<file path="src/rtl/spi_regfile_pkg.sv">
// Shared types and frame-layout helpers for the SPI register-file peripheral.
package spi_regfile_pkg;

  typedef enum logic {
    IDLE  = 1'b0,
    SHIFT = 1'b1
  } state_e;

  // Total bits in one frame: R/W flag, address, data.
  function automatic int frame_len(input int aw, input int dw);
    return 1 + aw + dw;
  endfunction

  // Bit positions inside a completely shifted-in frame (LSB = last bit received).
  function automatic int rw_pos(input int aw, input int dw);
    return aw + dw;
  endfunction

  function automatic int addr_lsb(input int dw);
    return dw;
  endfunction

  localparam int DATA_LSB = 0;

endpackage

</file>
<file path="src/rtl/spi_regfile_peripheral_if.sv">
// SPI pin bundle between the external controller and the peripheral.
interface spi_regfile_peripheral_if;
  logic sclk;
  logic copi;
  logic ncs;
  logic cipo;

  modport master (output sclk, output copi, output ncs, input cipo);
  modport slave  (input sclk, input copi, input ncs, output cipo);
endinterface

</file>
<file path="src/rtl/spi_regfile_peripheral_sync_edge.sv">
// N-flop synchroniser for an asynchronous pin, with one extra flop for edge pulses.
module spi_sync_edge #(
  parameter int   N       = 2,
  parameter logic RST_LVL = 1'b0
) (
  input  logic clk,
  input  logic rst_n,
  input  logic i_d,
  output logic o_level,
  output logic o_rise,
  output logic o_fall
);

  logic [N-1:0] r_sync;
  logic         r_prev;

  // Shift the pin through the sync chain and keep the previous synced level.
  always_ff @(posedge clk or negedge rst_n) begin
    if (!rst_n) begin
      r_sync <= {N{RST_LVL}};
      r_prev <= RST_LVL;
    end else begin
      r_sync <= {r_sync[N-2:0], i_d};
      r_prev <= r_sync[N-1];
    end
  end

  assign o_level = r_sync[N-1];
  assign o_rise  = r_sync[N-1] & ~r_prev;
  assign o_fall  = ~r_sync[N-1] & r_prev;

endmodule

</file>
<file path="src/rtl/spi_regfile_peripheral.sv">
// SPI mode-0 framed write (optional read) front end for a NUM_REGS x DATA_W register bank.
// Optional readback on cipo is enabled by defining SPI_READBACK_EN.
module spi_regfile_peripheral
  import spi_regfile_pkg::*;
#(
  parameter int                ADDR_W   = 7,
  parameter int                DATA_W   = 8,
  parameter int                NUM_REGS = 5,
  parameter logic [DATA_W-1:0] RST_VAL  = '0
) (
  input  logic                         clk,
  input  logic                         rst_n,
  spi_regfile_peripheral_if.slave      spi,
  output logic [NUM_REGS*DATA_W-1:0]   regs_o,
  output logic                         wr_strobe,
  output logic [ADDR_W-1:0]            wr_addr,
  output logic                         frame_err
);

  localparam int FRAME_LEN = frame_len(ADDR_W, DATA_W);
  localparam int CNT_W     = $clog2(FRAME_LEN + 2);
  localparam int RW_POS    = rw_pos(ADDR_W, DATA_W);
  localparam int ADDR_LSB  = addr_lsb(DATA_W);
  localparam logic [CNT_W-1:0] LEN_C = CNT_W'(FRAME_LEN);
  localparam logic [CNT_W-1:0] MAX_C = CNT_W'(FRAME_LEN + 1);

  logic w_sclk_rise, w_sclk_fall, w_sclk_lvl_unused;
  logic w_ncs_rise, w_ncs_fall, w_ncs_lvl_unused;
  logic w_copi, w_copi_rise_unused, w_copi_fall_unused;

  // ncs idles high, so its synchroniser resets high to avoid a false frame start.
  spi_sync_edge #(.N(2), .RST_LVL(1'b0)) u_sync_sclk (
    .clk(clk), .rst_n(rst_n), .i_d(spi.sclk),
    .o_level(w_sclk_lvl_unused), .o_rise(w_sclk_rise), .o_fall(w_sclk_fall));
  spi_sync_edge #(.N(2), .RST_LVL(1'b1)) u_sync_ncs (
    .clk(clk), .rst_n(rst_n), .i_d(spi.ncs),
    .o_level(w_ncs_lvl_unused), .o_rise(w_ncs_rise), .o_fall(w_ncs_fall));
  spi_sync_edge #(.N(2), .RST_LVL(1'b0)) u_sync_copi (
    .clk(clk), .rst_n(rst_n), .i_d(spi.copi),
    .o_level(w_copi), .o_rise(w_copi_rise_unused), .o_fall(w_copi_fall_unused));

  state_e                r_state, w_state_nxt;
  logic [CNT_W-1:0]      r_cnt;
  logic [FRAME_LEN-1:0]  r_shift;
  logic [DATA_W-1:0]     r_regs [NUM_REGS];
  logic                  r_wr_strobe, r_frame_err;
  logic [ADDR_W-1:0]     r_wr_addr;
  logic                  w_start, w_shift, w_do_write, w_do_err;

  logic              w_rw;
  logic [ADDR_W-1:0] w_addr;
  logic [DATA_W-1:0] w_data;
  logic              w_addr_ok;

  assign w_rw      = r_shift[RW_POS];
  assign w_addr    = r_shift[ADDR_LSB +: ADDR_W];
  assign w_data    = r_shift[DATA_LSB +: DATA_W];
  assign w_addr_ok = ({{(32-ADDR_W){1'b0}}, w_addr} < 32'(NUM_REGS));

  // FSM state register.
  always_ff @(posedge clk or negedge rst_n) begin
    if (!rst_n) r_state <= IDLE;
    else        r_state <= w_state_nxt;
  end

  // FSM next state: a frame spans synced ncs fall to synced ncs rise.
  always_comb begin
    w_state_nxt = r_state;
    case (r_state)
      IDLE:    if (w_ncs_fall) w_state_nxt = SHIFT;
      SHIFT:   if (w_ncs_rise) w_state_nxt = IDLE;
      default: w_state_nxt = IDLE;
    endcase
  end

  // FSM outputs: frame start, bit capture, and the commit/discard decision at ncs rise.
  always_comb begin
    w_start    = 1'b0;
    w_shift    = 1'b0;
    w_do_write = 1'b0;
    w_do_err   = 1'b0;
    case (r_state)
      IDLE: w_start = w_ncs_fall;
      SHIFT: begin
        if (w_ncs_rise) begin
          if (r_cnt == LEN_C) begin
            w_do_write = w_rw & w_addr_ok;
            w_do_err   = w_rw & ~w_addr_ok;
          end else if (r_cnt != '0) begin
            w_do_err = 1'b1;
          end
        end else begin
          w_shift = w_sclk_rise;
        end
      end
      default: ;
    endcase
  end

  // Bit counter (saturating one past a full frame) and input shift register.
  always_ff @(posedge clk or negedge rst_n) begin
    if (!rst_n) begin
      r_cnt   <= '0;
      r_shift <= '0;
    end else if (w_start) begin
      r_cnt   <= '0;
      r_shift <= '0;
    end else if (w_shift) begin
      r_shift <= {r_shift[FRAME_LEN-2:0], w_copi};
      if (r_cnt != MAX_C) r_cnt <= r_cnt + 1'b1;
    end
  end

  // Register bank commit plus the one-cycle strobe and error pulses.
  always_ff @(posedge clk or negedge rst_n) begin
    if (!rst_n) begin
      for (int k = 0; k < NUM_REGS; k++) r_regs[k] <= RST_VAL;
      r_wr_addr   <= '0;
      r_wr_strobe <= 1'b0;
      r_frame_err <= 1'b0;
    end else begin
      r_wr_strobe <= w_do_write;
      r_frame_err <= w_do_err;
      if (w_do_write) r_wr_addr <= w_addr;
      for (int k = 0; k < NUM_REGS; k++)
        if (w_do_write && (w_addr == ADDR_W'(k))) r_regs[k] <= w_data;
    end
  end

  for (genvar g = 0; g < NUM_REGS; g++) begin : g_flat
    assign regs_o[g*DATA_W +: DATA_W] = r_regs[g];
  end

  assign wr_strobe = r_wr_strobe;
  assign wr_addr   = r_wr_addr;
  assign frame_err = r_frame_err;

`ifdef SPI_READBACK_EN
  localparam logic [CNT_W-1:0] RB_C = CNT_W'(1 + ADDR_W);

  logic [DATA_W-1:0] r_tx, w_rb_val;
  logic              r_tx_act;
  logic [ADDR_W-1:0] w_rb_addr;
  logic              w_rb_rw;

  // Once R/W + address are in, they sit in the low bits of the shift register.
  assign w_rb_addr = r_shift[0 +: ADDR_W];
  assign w_rb_rw   = r_shift[ADDR_W];

  // Select the addressed register; out-of-range addresses read as zero.
  always_comb begin
    w_rb_val = '0;
    for (int k = 0; k < NUM_REGS; k++)
      if (w_rb_addr == ADDR_W'(k)) w_rb_val = r_regs[k];
  end

  // Output shifter: load on the sclk fall after the address, then shift per fall.
  always_ff @(posedge clk or negedge rst_n) begin
    if (!rst_n) begin
      r_tx     <= '0;
      r_tx_act <= 1'b0;
    end else if (r_state == IDLE) begin
      r_tx     <= '0;
      r_tx_act <= 1'b0;
    end else if (w_sclk_fall) begin
      if ((r_cnt == RB_C) && !r_tx_act) begin
        r_tx     <= w_rb_val;
        r_tx_act <= ~w_rb_rw;
      end else if (r_tx_act) begin
        r_tx <= {r_tx[DATA_W-2:0], 1'b0};
      end
    end
  end

  assign spi.cipo = r_tx_act & r_tx[DATA_W-1];
`else
  logic w_sclk_fall_unused;
  assign w_sclk_fall_unused = w_sclk_fall;
  assign spi.cipo = 1'b0;
`endif

endmodule

</file>
<file path="src/flat_wrapper.sv">
// flat-port wrapper written by rule: the top's interface ports become plain ports
module spi_regfile_peripheral_flat import spi_regfile_pkg::*;
#(
  parameter int                ADDR_W   = 7,
  parameter int                DATA_W   = 8,
  parameter int                NUM_REGS = 5,
  parameter logic [DATA_W-1:0] RST_VAL  = '0
)
  (clk, rst_n, regs_o, wr_strobe, wr_addr, frame_err, spi_sclk, spi_copi, spi_ncs, spi_cipo);
  spi_regfile_peripheral_if spi_i ();
  input  logic clk;
  input  logic rst_n;
  output logic [NUM_REGS*DATA_W-1:0] regs_o;
  output logic wr_strobe;
  output logic [ADDR_W-1:0] wr_addr;
  output logic frame_err;
  input wire logic [$bits(spi_i.sclk)-1:0] spi_sclk;
  input wire logic [$bits(spi_i.copi)-1:0] spi_copi;
  input wire logic [$bits(spi_i.ncs)-1:0] spi_ncs;
  output wire logic [$bits(spi_i.cipo)-1:0] spi_cipo;
  assign spi_i.sclk = spi_sclk;
  assign spi_i.copi = spi_copi;
  assign spi_i.ncs = spi_ncs;
  assign spi_cipo = spi_i.cipo;
  spi_regfile_peripheral #(.ADDR_W(ADDR_W), .DATA_W(DATA_W), .NUM_REGS(NUM_REGS), .RST_VAL(RST_VAL)) u_core (.clk(clk), .rst_n(rst_n), .spi(spi_i), .regs_o(regs_o), .wr_strobe(wr_strobe), .wr_addr(wr_addr), .frame_err(frame_err));
endmodule
</file>
<file path="config.mk">
export PLATFORM = sky130hd
export DESIGN_NAME = spi_regfile_peripheral_flat
export DESIGN_NICKNAME = d
export VERILOG_FILES = /design/src/rtl/spi_regfile_pkg.sv /design/src/rtl/spi_regfile_peripheral_if.sv /design/src/rtl/spi_regfile_peripheral_sync_edge.sv /design/src/rtl/spi_regfile_peripheral.sv /design/src/flat_wrapper.sv
export SDC_FILE = /design/constraint.sdc
export NUM_CORES = 1
export LEC_CHECK = 0
export CAP_MARGIN = 5
export CORE_MARGIN = 5
export CORE_UTILIZATION = 50
export CTS_BUF_LIST = sky130_fd_sc_hd__clkbuf_4 sky130_fd_sc_hd__clkbuf_8
export CTS_CLUSTER_DIAMETER = 100
export DETAILED_ROUTE_END_ITERATION = 6
export PLACE_DENSITY = 0.76
export SYNTH_ARGS = -nofsm -noshare
export SYNTH_HDL_FRONTEND = slang
export SYNTH_HIERARCHICAL = 1
export SYNTH_SLANG_ARGS = --single-unit
</file>
<file path="constraint.sdc">
create_clock -name clk -period 2.2 [get_ports clk]
set_input_delay 0.22 -clock clk [delete_from_list [all_inputs] [get_ports clk]]
set_output_delay 0.22 -clock clk [all_outputs]
set_load 0.05 [all_outputs]
</file>
==> results.txt <==
The run gives 0 as the final number of setup-violating endpoints. The run gives 55 as the top-level I/O count. The critical path goes through nor2b_1, and4_4, and4_1, buf_4, mux2_2. The leakage power figure came out at 1.885 nW. After detailed routing, the number of remaining DRC violations is 0.

In this run the power density over the cells is 739.6 nW/um^2. Setup repair after global routing left no endpoint under its margin. The logs give 0 for the count of pins over their slew limit and 3 for the count of H-tree levels built during CTS.

The initial antenna violation count was 0; the post-CTS clock slew at the launch and capture registers of the worst setup and hold paths was 80 ps. Cell family contributing the most delay on the critical path: simple AND/OR/NAND/NOR gates. 0 antenna diodes ended up in the layout. Number of vias per cell after detailed routing: 5.326.

Summed over all layers, the global routing overflow is 0. The sum of buffers and inverters on the critical path came out at 1. The die covers 8006 um^2. Once the clock tree was built, the setup fixing pass inserted 0 buffers. The measured slew at the worst slew-check pin works out to 764.6 ps. The number of buffers between clock root and the deepest sink is 2.

Category of the critical setup timing path: reg2reg. Timing analysis after detailed placement gives a worst setup slack of 44.32 ps. For this run, the slowest stage of the critical path takes 540 ps.

The final route contains 2056 vias. The average footprint of a synthesized cell was 13.10 um^2. At the end of the flow, the number of nets in the layout was 312. The post-synthesis instance total is 241. The final critical path time including I/O delays and setup came out at 2019 ps. The weighted congestion at the end of routability-driven global placement came out at 0.7743.

STA classifies the critical path endpoint as a register. The count of buffers from port buffering was 53. Overall routed net length: 6.506 mm. The number of global-route vias before repair came out at 2042.

The logs give 2260 ps for the endpoint arrival time on the critical path and 87 for the number of violations reported at the end of detailed-routing iteration 0. The detailed-route wire length per cell works out to 16.85 um. The tree built by TritonCTS fans out to 79 sinks. The run finished with clean final reports. The maximum fanout along the worst path works out to 6.

The slowest stage of the critical path belongs to the cell sky130_fd_sc_hd__dfstp_2. Max-cap violations in this run came to 0. The run gives 0.5060 as the initial cell density of the core. Clock tree synthesis inserted a total of 9 buffers. The core region is 6241 um^2. For the clock latency on the worst-skew pair, the log shows 360 ps.

TritonCTS built the clock tree. After synthesis the cells add up to 3158 um^2. The cell sitting at the root of the clock tree is a sky130_fd_sc_hd__clkbuf_8.

Entering global routing, the biggest net connects 49 pins. The number of endpoints with negative hold slack in the final report came out at 0. The floorplan die height was 89.48 um; the clock skew after layout was 10.64 ps.

In this run the worst hold path is classified as in2reg. The final-layout worst hold slack was 271.0 ps; the worst slew slack as a fraction of its limit was 0.4903. Based on the critical path, the design can be clocked at up to 495.2 MHz. The area growth from synthesis to layout is 29.32%. In the final timing run, aggregate negative setup slack is 0 ps.

The share of the clock period used by the worst path after layout was 0.9179; the global-route wire length before repair was 10.58 mm. The share of final-layout standard cells stronger than drive strength 1 was 0.2686. The Yosys step of the flow raised 6 warnings.

Detailed placement ended at an HPWL of 4.379 mm. In this run the core area contains 29 standard-cell rows. VDD sags by at most 651.7 uV.

The iteration count of the initial detailed-routing pass was 4. After layout, the worst setup slack is 180.5 ps. The worst setup path is launched from a register. The overall global routing resource usage is 0.1784, and the remaining antenna violation count is 0. The die span in x is 89.48 um, and the endpoint required time on the critical path is 2440 ps.

The synthesized netlist net count is 249. Core utilization of the finished layout: 0.6544.
[per-stage QoR]
step / power (mW) / std cells / instance area [um^2]
finish: 3.020 / 386 / 4084
global route: 3.129 / 386 / 4084
CTS: 3.038 / 386 / 4073
detailed placement: 1.718 / 369 / 3810
global placement: 1.712 / 369 / 3810
floorplan: 1.634 / 241 / 3158
[placed cells by master, fill, tap and decap left out, drive strengths merged, types with 2 or more instances in the layout]
master         instances
nand2                 38
inv                    5
and4                   2
bufinv                 3
nor4                   2
o21ai                  5
ha                     3
a21o                   2
nand3                  3
clkbuf                10
clkdlybuf4s50         52
buf                   11
o211ai                 2
dfrtp                 76
nand4                  5
nor4b                  3
dfstp                  3
a21oi                 18
mux2                  42
nor2b                  3
and2                   4
[worst paths after layout]
check	cells past startpoint	start	endpoint	slack, ps
max in group asynchronous	3	rst_n	u_core/regs_o[26]	1270
max	5	u_core/u_sync_ncs/r_sync[1]	u_core/regs_o[38]	180
min reg2reg	0	u_core/u_sync_copi/r_sync[0]	u_core/u_sync_copi/r_sync[1]	350
min in group asynchronous	2	rst_n	u_core/r_cnt[1]	340
max reg2reg	5	u_core/u_sync_ncs/r_sync[1]	u_core/regs_o[38]	180
min	1	spi_ncs	u_core/u_sync_ncs/r_sync[0]	270
[power breakdown]
part / switching [mW] / total [mW] / internal, mW
Clock: 0.537 / 1.33 / 0.790
Combinational: 0.113 / 0.177 / 0.0639
Sequential: 0.0346 / 1.52 / 1.48
Total: 0.685 / 3.02 / 2.34
[cell type report]
class | count | area [um^2]
flip-flops and latches | 79 | 1981
repair buffers | 64 | 625.6
fillers | 479 | 2157
well taps | 77 | 96.34
clock buffers | 10 | 137.6
multi-input cells | 146 | 1114
clock inverters | 6 | 115.1
inverters | 4 | 15.01
[per-layer routing]
metal | share of wire | global-route usage
met1 | 0.46 | 0.2560
met5 | 0 | 0
met2 | 0.46 | 0.2492
met3 | 0.053 | 0.04516
met4 | 0.022 | 0.09337
[sequential cells by signal, summed over array words and instances, names as in the netlist]
| signal | cells |
|---|---|
| u_core/regs_o | 40 |
| u_core/r_shift | 16 |
| u_core/wr_addr | 7 |
| u_core/r_cnt | 5 |
| u_core/u_sync_copi/r_sync | 2 |
| u_core/u_sync_ncs/r_sync | 2 |
| u_core/u_sync_sclk/r_sync | 2 |
| u_core/frame_err | 1 |
| u_core/r_state | 1 |
| u_core/u_sync_ncs/r_prev | 1 |
| u_core/u_sync_sclk/r_prev | 1 |
| u_core/wr_strobe | 1 |
[what timing repair did]
item | 4_1_cts | 5_1_grt
setup endpoints to repair | 0 | 24
hold buffers | 1 | 0
endpoints found under the hold margin | 28 | 0
resized for setup | 0 | 3
(Power assumes the default switching activity.)
